### config.mk
export PLATFORM = sky130hd
export DESIGN_NAME = setpoint_stream_rx
export DESIGN_NICKNAME = d
export VERILOG_FILES = /design/src/rtl/setpoint_stream_rx.sv
export SDC_FILE = /design/constraint.sdc
export NUM_CORES = 2
export LEC_CHECK = 0
export CORE_MARGIN = 5
export CORE_UTILIZATION = 37
export DETAILED_ROUTE_END_ITERATION = 8
export PLACE_DENSITY = 0.58
export SKIP_LAST_GASP = 1
export SLEW_MARGIN = 20
export SYNTH_ARGS = -nofsm -noshare
export SYNTH_HDL_FRONTEND = slang
export SYNTH_SLANG_ARGS = --single-unit
### constraint.sdc
create_clock -name clk -period 6.06 [get_ports clk]
set_input_delay 0.909 -clock clk [delete_from_list [all_inputs] [get_ports clk]]
set_output_delay 0.909 -clock clk [all_outputs]
set_load 0.02 [all_outputs]
### src/rtl/setpoint_stream_rx.sv
// setpoint_stream_rx: double-buffered setpoint frame receiver.
// Optional frame-timeout watchdog: define SETPOINT_RX_WATCHDOG_EN.
module setpoint_stream_rx #(
  parameter  int RESULT_COUNT    = 32,
  parameter  int WATCHDOG_CYCLES = 100000,
  localparam int AW              = $clog2(RESULT_COUNT)
) (
  input  logic          clk,
  input  logic          rst_n,
  input  logic          SETPOINT_TVALID,
  input  logic          SETPOINT_TLAST,
  input  logic [31:0]   SETPOINT_TDATA,
  input  logic [AW-1:0] readAddress,
  output logic [31:0]   readData,
  input  logic          statusClearStrobe,
  output logic          frameToggle,
  output logic [15:0]   frameCount,
  output logic [31:0]   status
);

  typedef enum logic {
    ST_RECEIVE,
    ST_DISCARD
  } state_t;

  localparam bit ADDR_FULL = (RESULT_COUNT == (1 << AW));

  state_t        r_state;
  logic [AW-1:0] r_idx;
  logic          r_active;
  logic          r_toggle;
  logic          r_valid;
  logic          r_missing;
  logic          r_unexp;
  logic [15:0]   r_count;
  logic [31:0]   r_rd;
  logic [31:0]   r_bank0 [RESULT_COUNT];
  logic [31:0]   r_bank1 [RESULT_COUNT];

  logic          w_rx;
  logic          w_last_idx;
  logic          w_commit;
  logic          w_unexp;
  logic          w_miss;
  logic          w_addr_ok;
  logic          w_stale;
  logic [31:0]   w_rd_word;

  assign w_rx       = SETPOINT_TVALID && (r_state == ST_RECEIVE);
  assign w_last_idx = (r_idx == AW'(RESULT_COUNT - 1));
  assign w_commit   = w_rx && SETPOINT_TLAST && w_last_idx;
  assign w_unexp    = w_rx && SETPOINT_TLAST && !w_last_idx;
  assign w_miss     = w_rx && !SETPOINT_TLAST && w_last_idx;

  assign w_addr_ok = ADDR_FULL ||
    ({{(32-AW){1'b0}}, readAddress} < 32'(RESULT_COUNT));

  assign w_rd_word = r_active ? r_bank1[readAddress]
                              : r_bank0[readAddress];

  // Beats land in the bank that is not being read back.
  always_ff @(posedge clk) begin
    if (w_rx) begin
      if (r_active) r_bank0[r_idx] <= SETPOINT_TDATA;
      else          r_bank1[r_idx] <= SETPOINT_TDATA;
    end
  end

  // Frame FSM: beat index, bank flip, frame counters, sticky flags.
  always_ff @(posedge clk or negedge rst_n) begin
    if (!rst_n) begin
      r_state   <= ST_RECEIVE;
      r_idx     <= '0;
      r_active  <= 1'b0;
      r_toggle  <= 1'b0;
      r_valid   <= 1'b0;
      r_missing <= 1'b0;
      r_unexp   <= 1'b0;
      r_count   <= '0;
    end else begin
      if (SETPOINT_TVALID) begin
        unique case (r_state)
          ST_RECEIVE: begin
            if (SETPOINT_TLAST) begin
              r_idx <= '0;
              if (w_last_idx) begin
                r_active <= ~r_active;
                r_toggle <= ~r_toggle;
                r_count  <= r_count + 16'd1;
                r_valid  <= 1'b1;
              end
            end else if (w_last_idx) begin
              r_idx   <= '0;
              r_state <= ST_DISCARD;
            end else begin
              r_idx <= r_idx + AW'(1);
            end
          end
          ST_DISCARD: begin
            if (SETPOINT_TLAST) begin
              r_idx   <= '0;
              r_state <= ST_RECEIVE;
            end
          end
          default: r_state <= ST_RECEIVE;
        endcase
      end
      if (w_unexp)                r_unexp <= 1'b1;
      else if (statusClearStrobe) r_unexp <= 1'b0;
      if (w_miss)                 r_missing <= 1'b1;
      else if (statusClearStrobe) r_missing <= 1'b0;
    end
  end

  // Registered readback from the active bank, masked until a frame lands.
  always_ff @(posedge clk or negedge rst_n) begin
    if (!rst_n) r_rd <= '0;
    else        r_rd <= (r_valid && w_addr_ok) ? w_rd_word : '0;
  end

`ifdef SETPOINT_RX_WATCHDOG_EN
  localparam int WW = $clog2(WATCHDOG_CYCLES + 1);

  logic [WW-1:0] r_wd;

  // Cycles since the last commit, saturating at the timeout.
  always_ff @(posedge clk or negedge rst_n) begin
    if (!rst_n)                             r_wd <= '0;
    else if (w_commit)                      r_wd <= '0;
    else if (r_wd != WW'(WATCHDOG_CYCLES)) r_wd <= r_wd + WW'(1);
  end

  assign w_stale = (r_wd == WW'(WATCHDOG_CYCLES));
`else
  assign w_stale = 1'b0;
`endif

  assign readData    = r_rd;
  assign frameToggle = r_toggle;
  assign frameCount  = r_count;
  assign status      = {28'b0, w_stale, r_valid, r_missing, r_unexp};

endmodule

==> flow_summary_export.csv <==
group,metric,value,unit
status,status,"complete, no violations",
clock_tree,cts_tree,"done",
timing,fin_ws,2.05,ns
global_routing,grt_pass1_wl,313,mm
finish,fin_util,42.7,%
timing,setup_tns,0,ns
setup_path,cpMostUsedCell,"nor2b_1",
timing,skew,0.0326,ns
routing,drtIter0Drc,4848,
routing,drt-total-wl,225,mm
clock_tree,clock_latency,0.85,ns
die,initial_utilization,37.2,%
clock_tree,cts_resized,0,
die,die-area,0.228,mm²
timing,maxSlewHeadroom,21.8,%
run,drv_cap,0,
global_routing,grt_pass1_vias,38200,
yosys,synthFlopType,"edfxtp_1",
setup_path,slowest_stage,"nor2_4",
die,io_pins,123,
yosys,ys_ff_latch,2107,
yosys,yosysSeqAreaShare,77.8,%
pwr,power,29800,µW
timing,maxSlewViolCount,0,
setup_path,crit_chain,"clkdlybuf4s50_1, nor2b_1, nor2b_1, nand2_1, nor2_4, buf_4",
clock_tree,cts.sinks,2107,
setup_path,endpoint_kind,"flop",
yosys,yosys_warnings,0,
routing,drt_pre_antenna_iters,7,
setup_path,cp_slowest_stage_delay,0.84,ns
routing,via_per_inst,5.66,
setup_path,crit_family,"simple AND/OR/NAND/NOR gates",
finish,area_growth,14.7,%
yosys,synth.avg_cell_area,23.1,µm²
global_routing,antenna_found_initial,16,
placement,dp_slack,1.17,ns
yosys,async_reset_ff_share,2.80,%
pwr,leakagePower,0.0291,µW
clock_tree,cts.clk_slew.worst_paths,0.06,ns
clock_tree,cts_htree_levels,4,
finish,drive_above_1_share,28.8,%
die,die_h,478,µm
hold_path,hp-class,"flop to flop",
setup_path,crit_fanout,21,
timing,hold_viol_final,0,
global_routing,grt_max_degree,67,
yosys,synthCells,3502,
finish,fin_nets,3842,
placement,gp_congestion,0.830,
routing,ant_nets,0,
yosys,yosys.cell_types.count,56,
timing,worstMarginPinSlew,1.17,ns
setup_path,required,6.59,ns
timing,setup_viol,0,
placement,port_buffers,93,
clock_tree,cts-root-buf,"clkbuf_16",
die,fp.dieW,478,µm
setup_path,worstPathBufferInverterCount,2,
timing,fin_crit,4.01,ns
die,num_rows,171,
setup_path,cp-start-kind,"primary input",
routing,vias,38600,
timing,rsz0062_at_grt,"false",
timing,max_freq,249,MHz
die,core,0.217,mm²
routing,wl_per_cell,33.0,µm
global_routing,grt_overflow,0,
placement,dpl.hpwl,138,mm
clock_tree,cts.path.max_buffers,3,
global_routing,track_usage,19.5,%
clock_tree,cts_made_buffers,201,
yosys,synth.cell_area,0.0809,mm²
pwr,powerDensity,322,mW/mm²
pwr,irDropWorstVdd,249,µV
yosys,synth_edf_count,2048,
setup_path,critPathArrivalTime,4.54,ns
timing,min_period_over_period,66.1,%
setup_path,path_class,"primary input to flop",
routing,drc,0,
setup_path,r2r_setup_slack,2.34,ns
report_power, final:
part | switching (µW) | internal [µW] | leakage, µW
clock network | 5340 | 6680 | 0.00303
logic | 1110 | 550 | 0.00678
registers | 46.0 | 16100 | 0.0192
total | 6500 | 23300 | 0.0291
state kept, by name, summed over array words and instances, names as in the netlist, 5 cells and up:
name	count
frameCount	16
r_idx	5
r_bank0	1024
readData	32
r_bank1	1024
path summary, 6_finish.rpt:
path                       cells after the start               to       startpoint
setup / recovery                               6  r_bank1[16][27]  SETPOINT_TVALID
hold / removal                                 1   frameCount[15]   frameCount[15]
setup reg to reg                               5  r_bank1[16][27]          r_state
hold reg to reg                                1   frameCount[15]   frameCount[15]
max in group asynchronous                      3     readData[30]            rst_n
min in group asynchronous                      2     readData[16]            rst_n
placed cells by master (no fill, tap or decap), types with 6 or more instances in the layout:
master / count
a211oi_1: 9
a21oi_1: 35
a221oi_1: 11
a22oi_1: 21
a31oi_1: 12
and2_1: 6
and3_1: 6
buf_12: 30
buf_16: 14
buf_2: 20
buf_4: 149
bufinv_16: 9
clkbuf_1: 58
clkbuf_16: 204
clkbuf_8: 9
clkdlybuf4s50_1: 55
clkinv_1: 36
clkinv_2: 29
conb_1: 29
dfrtp_1: 59
edfxtp_1: 2048
ha_1: 6
inv_1: 8
inv_6: 6
mux2_2: 29
mux2i_1: 114
mux4_2: 554
nand2_1: 87
nand2b_1: 9
nand3_1: 26
nand4_1: 9
nor2_1: 32
nor2_4: 62
nor2b_1: 20
nor3_1: 15
o211ai_1: 8
o21ai_0: 21
o22ai_1: 17
xnor2_1: 10
xor2_1: 7
layout make-up:
| cell class | instances | area [µm²] |
|---|---|---|
| Inverter | 10 | 40.0 |
| Multi-Input combinational cell | 1202 | 17200 |
| Clock inverter | 91 | 785 |
| Clock buffer | 271 | 5450 |
| Fill cell | 18500 | 125000 |
| Sequential cell | 2107 | 63000 |
| Antenna cell | 3 | 7.51 |
| Timing Repair Buffer | 272 | 2810 |
| Tap cell | 2854 | 3570 |
per-layer routing:
layer  up-vias  track usage (%)  routed length, µm
li1      15400                -                  -
met1     21200             27.8              93400
met2      1677             30.9             107000
met3       285             3.57              17600
met4        14             5.50               6660
met5         -                0                 82
cells by family after synthesis:
group | after synthesis | synth area share, %
multiplexers | 697 | 17.2
adder cells (fa/ha/maj) | 6 | 0.0927
flip-flops | 2107 | 77.8
AND/OR/NAND/NOR | 284 | 1.58
XOR/XNOR | 17 | 0.184
other | 1 | 0.00463
AO/OA/AOI/OAI | 169 | 1.39
buffers and inverters | 221 | 1.72
what timing repair did:
action | 4_1_cts | 5_1_grt
setup endpoints to repair | 0 | 0
hold endpoints to repair | 25 | 0
setup buffers | 0 | 0
hold buffers | 1 | 0
Yosys cell counts, types with 21 or more instances:
master	n	share of area [%]
mux2i_1	114	1.4
mux4_2	554	15
buf_2	57	0.35
nand3_1	26	0.16
a22oi_1	21	0.19
nor2_1	94	0.44
a21oi_1	35	0.22
buf_4	68	0.63
dfrtp_1	59	1.8
buf_6	28	0.39
mux2_2	29	0.40
nand2_1	87	0.40
o21ai_0	21	0.13
clkbuf_1	36	0.17
edfxtp_1	2048	76
through the flow:
step | cell area (µm²) | instances | hold slack [ns]
after floorplan | 81100 | 3530 | 0.497
after global placement | 86000 | 6423 | 0.458
after detailed placement | 86600 | 6444 | 0.463
after CTS | 92800 | 6807 | 0.477
after global routing | 92800 | 6807 | 0.493
final | 92800 | 6810 | 0.474
Power figures use the tool's default switching activity.
